[src/rtl/fifo_word_reader.sv]
// -----------------------------------------------------------------------------
// fifo_word_reader
//
// Read-side drain engine for the byte FIFO. Pops bytes whenever the FIFO is
// non-empty, packs them little-endian into BYTES-wide words and presents each
// word on a valid/ready stream. A flush request emits a partially filled word
// early; unfilled lanes of such a word read 0.
//
// Ports
//   rd_clk      in   clock, all logic on the rising edge
//   reset_n     in   synchronous active-low reset
//   empty       in   FIFO empty flag (rd_clk domain)
//   fifo_data   in   FIFO data_out, valid whenever empty=0
//   rd          out  FIFO pop strobe, one byte consumed per edge with rd=1
//   flush       in   request early emission of a partial word
//   word_out    out  packed word, byte 0 in [7:0]
//   word_valid  out  word_out / byte_cnt valid
//   word_ready  in   downstream accepts when word_valid && word_ready
//   byte_cnt    out  number of valid bytes in word_out (1..BYTES)
//   word_count  out  count of accepted words, wraps to 0
// -----------------------------------------------------------------------------
module fifo_word_reader #(
    parameter int BYTES = 4,
    parameter int CNT_W = 16
) (
    input  logic                 rd_clk,
    input  logic                 reset_n,
    input  logic                 empty,
    input  logic [7:0]           fifo_data,
    output logic                 rd,
    input  logic                 flush,
    output logic [8*BYTES-1:0]   word_out,
    output logic                 word_valid,
    input  logic                 word_ready,
    output logic [3:0]           byte_cnt,
    output logic [CNT_W-1:0]     word_count
);

    localparam int IDX_W = $clog2(BYTES);

    typedef enum logic {
        FILL = 1'b0,
        HOLD = 1'b1
    } state_t;

    state_t             state_q, state_d;
    logic [IDX_W-1:0]   idx_q, idx_d;
    logic [8*BYTES-1:0] word_q, word_d;
    logic [3:0]         cnt_q, cnt_d;
    logic [CNT_W-1:0]   count_q, count_d;
    logic               pop;

    // Pop strobe is combinational so a byte is taken on the very edge the
    // FIFO shows it; gated by reset_n so nothing is consumed while in reset.
    assign rd  = reset_n && (state_q == FILL) && !empty;
    assign pop = rd;

    always_comb begin
        // NOTE: every variable gets its hold value first so no path through
        // the case statement can leave one unassigned and infer a latch.
        state_d = state_q;
        idx_d   = idx_q;
        word_d  = word_q;
        cnt_d   = cnt_q;
        count_d = count_q;

        case (state_q)
            FILL: begin
                if (pop) begin
                    word_d[{idx_q, 3'b000} +: 8] = fifo_data;
                end
                if (pop && (idx_q == IDX_W'(BYTES - 1))) begin
                    state_d = HOLD;
                    cnt_d   = 4'(BYTES);
                    idx_d   = '0;
                end else if (flush && ((idx_q != '0) || pop)) begin
                    // A byte popped on the flush edge belongs to this word.
                    state_d = HOLD;
                    cnt_d   = 4'(idx_q) + 4'(pop);
                    idx_d   = '0;
                end else if (pop) begin
                    idx_d = idx_q + IDX_W'(1);
                end
            end
            HOLD: begin
                // Handshake edge is the single bubble: rd is low in HOLD, so
                // the first pop of the next word happens one edge later.
                if (word_ready) begin
                    state_d = FILL;
                    word_d  = '0;
                    cnt_d   = '0;
                    count_d = count_q + {{(CNT_W-1){1'b0}}, 1'b1};
                end
            end
            default: begin
                state_d = FILL;
                idx_d   = '0;
            end
        endcase
    end

    // Clearing word_q on reset and on every handshake is what makes the
    // unfilled lanes of a flushed word read 0.
    always_ff @(posedge rd_clk) begin
        // NOTE: state registers use non-blocking assignments so every flop
        // samples the pre-edge values regardless of statement order.
        if (!reset_n) begin
            state_q <= FILL;
            idx_q   <= '0;
            word_q  <= '0;
            cnt_q   <= '0;
            count_q <= '0;
        end else begin
            state_q <= state_d;
            idx_q   <= idx_d;
            word_q  <= word_d;
            cnt_q   <= cnt_d;
            count_q <= count_d;
        end
    end

    assign word_out   = word_q;
    assign word_valid = (state_q == HOLD);
    assign byte_cnt   = cnt_q;
    assign word_count = count_q;

endmodule

[config.mk]
export PLATFORM = sky130hd
export DESIGN_NAME = fifo_word_reader
export DESIGN_NICKNAME = d
export VERILOG_FILES = /design/src/rtl/fifo_word_reader.sv
export SDC_FILE = /design/constraint.sdc
export NUM_CORES = 1
export LEC_CHECK = 0
export BUFFER_PORTS_ARGS = -buffer_cell sky130_fd_sc_hd__buf_4
export CAP_MARGIN = 15
export CORE_ASPECT_RATIO = 1.4
export CORE_MARGIN = 2
export CORE_UTILIZATION = 47
export CTS_CLUSTER_DIAMETER = 30
export CTS_CLUSTER_SIZE = 16
export DETAILED_ROUTE_END_ITERATION = 8
export HOLD_SLACK_MARGIN = 0.12
export PLACE_DENSITY = 0.75
export SLEW_MARGIN = 40
export SYNTH_ARGS = -nofsm -noshare
export SYNTH_HDL_FRONTEND = slang
export SYNTH_SLANG_ARGS = --single-unit
[constraint.sdc]
create_clock -name rd_clk -period 2.1 [get_ports rd_clk]
set_input_delay 0 -clock rd_clk [delete_from_list [all_inputs] [get_ports rd_clk]]
set_output_delay 0 -clock rd_clk [all_outputs]
set_load 0.05 [all_outputs]
==> run metrics <==
Post-synth ARST share 0%; FF+latch count, synth 54; max-cap viol count 0; row count 31; synth cell count leaders dfxtp_1 (54), nor2_1 (38), mux2i_1 (24), nand2_1 (20), and3_1 (17); Static Leakage 1.56 nW; die width 66.6 µm; top cells by area, synth dfxtp_1 (42%), mux2i_1 (9.3%), nor2_1 (5.5%); CTS root buffer clkbuf_8; DR WL/cell 14.7 µm; IO Pins 67; cell taking the most area after synthesis dfxtp_1; Die ar. 6110 µm²; Synth top area share 41.9%; Total Wirelength 6230 µm; fmax 537 MHz; Global Route Usage Sum 21.3%; TritonCTS clock tree yes; HPWL Detailed 4320 µm; hold depth 1; initial antenna violation count 0; Min Hold Slack 0.471 ns; layout cell share with drive strength beyond 1 28.2%; Synth Area in Compound Gates 9.51%; crit share post-route 88.6%; ant diodes 0; Inst Count DP 404; Synth Area in XOR/XNOR 3.06%; I/O Buffers 65; clk slew on worst S/H paths 0.09 ns; drt drc 0; Layout Nets 378; first-pass GRT wire length 10100 µm; FF-to-FF path depth 7; worst-margin pin slew 0.624 ns; Die Y 91.7 µm; Post-synth EDFFs 0; worst skew pair latency 0.31 ns; synthesized area 2580 µm²; CTS max path bufs 2; largest net degree at the start of global routing 29; Top FF cell, synth dfxtp_1; cell with the most instances after synthesis dfxtp_1; Setup crit end word_out[11]$_SDFFE_PN0P_; CP arrival 2.10 ns; Power Dens Cells 604 nW/µm²; Setup CP Type reg -> reg; final cell count without fillers 424; GRT overflow 0; synth unique cells 48; post_cts resized 0; Post-Synthesis Cells 283; vias in the first global route 2119; Pins Over Slew Limit 0; Post-Synth Simple-Gate Area 28.8%; Reg-to-Reg Start idx_q[1]$_SDFFE_PN0P_; total number of vias 2250; syn avg cell area 9.12 µm²; DRT iter0 DRCs 73; mux cell area share after synthesis 9.31%; unrepaired setup endpoints after global routing no; adder-cell share of the synthesized area 3.39%; Final setup viols 0; # clock sinks 54; crit end category flop; CTS Buf Count 5; crit path max fanout 16; VDD IR-drop max 0.383 mV; Initial Utilization 49.3%; Final Skew 0.00787 ns; status finished clean; Rel. slew slack 58.4%; main combinational cell family by area after synthesis simple AND/OR/NAND/NOR gates; R2R setup slack 0.24 ns; post-synthesis sequential area ratio 41.9%; H-tree depth 2; Hold Path Class reg -> reg; reg2reg end word_out[11]$_SDFFE_PN0P_; Layout area overhead 30.3%; crit path launch type flop; gpl congestion 0.753; YS warnings 0; Mapped Nets 303; core area 5240 µm²; DRT antenna net count 0; Setup TNS 0 ns; WP data required 2.34 ns; Final Hold Viols 0; Tmin final 1.86 ns; Critical Path Start idx_q[1]$_SDFFE_PN0P_; drt pass-1 iters 4; Vias per Instance 5.31
-- power breakdown --
group | internal (mW) | switching, mW
Combinational | 0.103 | 0.158
Sequential | 1.04 | 0.0114
Clock | 0.382 | 0.338
Total | 1.52 | 0.507
-- placed cells by master (no fill, tap or decap), types with 3 or more instances in the layout --
master | synthesis | final
nand2_1 | 20 | 20
nor2b_1 | 3 | 3
clkbuf_8 | 0 | 6
a21oi_1 | 15 | 15
xor2_1 | 6 | 6
mux2i_1 | 24 | 24
buf_4 | 2 | 70
nand3_1 | 5 | 5
dlygate4sd3_1 | 0 | 12
or3_2 | 3 | 3
nand4_1 | 11 | 11
or2_2 | 8 | 8
and2_1 | 10 | 10
and3_1 | 17 | 17
inv_1 | 4 | 4
ha_1 | 7 | 7
dfxtp_1 | 54 | 53
o21ai_0 | 6 | 6
xnor2_1 | 3 | 3
nor2_1 | 38 | 38
-- cell type report --
class | instances | area [µm²]
sequential | 54 | 1080
tap | 66 | 82.6
clock inverter | 1 | 30.0
multi-input combinational | 209 | 1400
timing repair buffer | 83 | 666
fill | 469 | 1880
inverter | 5 | 18.8
clock buffer | 6 | 82.6
-- registers in the layout (all words and copies together) (netlist names) --
register / flops
word_out: 32
word_count: 16
byte_cnt: 3
idx_q: 2
word_valid: 1
-- critical path, cell delays in order, from the launching register on --
cell and delay [ns]:
dfxtp_1 0.39, inv_1 0.11, ha_1 0.35, nor3b_4 0.24, buf_12 0.16, nand4_1 0.08, or2_2 0.30, a21oi_1 0.16
-- cells by family after synthesis --
kind of cell               after synthesis
AOI/OAI and AO/OA                       35
xor gates and xnor gates                 9
adders and majority gates                7
buffers and inverters                   20
DFF                                     54
muxes                                   24
other                                    1
and+or+nand+nor                        133
-- worst min path at each step --
stage	from	endpoint	slack, ns
6_report	byte_cnt[0]$_SDFFE_PN0P_	byte_cnt[0]$_SDFFE_PN0P_	0.47
5_1_grt	byte_cnt[0]$_SDFFE_PN0P_	byte_cnt[0]$_SDFFE_PN0P_	0.50
4_1_cts	byte_cnt[0]$_SDFFE_PN0P_	byte_cnt[0]$_SDFFE_PN0P_	0.48
3_5_place_dp	reset_n	idx_q[0]$_SDFFE_PN0P_	0.25
3_3_place_gp	reset_n	idx_q[0]$_SDFFE_PN0P_	0.25
2_1_floorplan	empty	rd	0.08
-- per-layer routing --
metal / track usage, % / share of wire [%]
met1: 25.3 / 41
met2: 37.0 / 52
met3: 3.93 / 4.8
met4: 8.33 / 2.2
met5: 0 / 0
-- repair_timing --
item / in CTS / in global routing
hold buffers: 12 / 0
endpoints found under the hold margin: 33 / 0
setup buffers: 0 / 1
setup endpoints to repair: 0 / 6
-- stage by stage --
| step | util [%] | total power [mW] | setup slack, ns | area (µm²) |
|---|---|---|---|---|
| 2_1_floorplan | - | 1.23 | 0.0273 | 2580 |
| 3_3_place_gp | 59.4 | 1.31 | 0.236 | 3110 |
| 3_5_place_dp | 59.4 | 1.31 | 0.139 | 3110 |
| 4_1_cts | 63.8 | 2.04 | 0.0933 | 3340 |
| 5_1_grt | 64.2 | 2.10 | 0.164 | 3360 |
| 6_report | 64.2 | 2.03 | 0.239 | 3360 |
No activity file was read; power rests on OpenSTA's default activity.
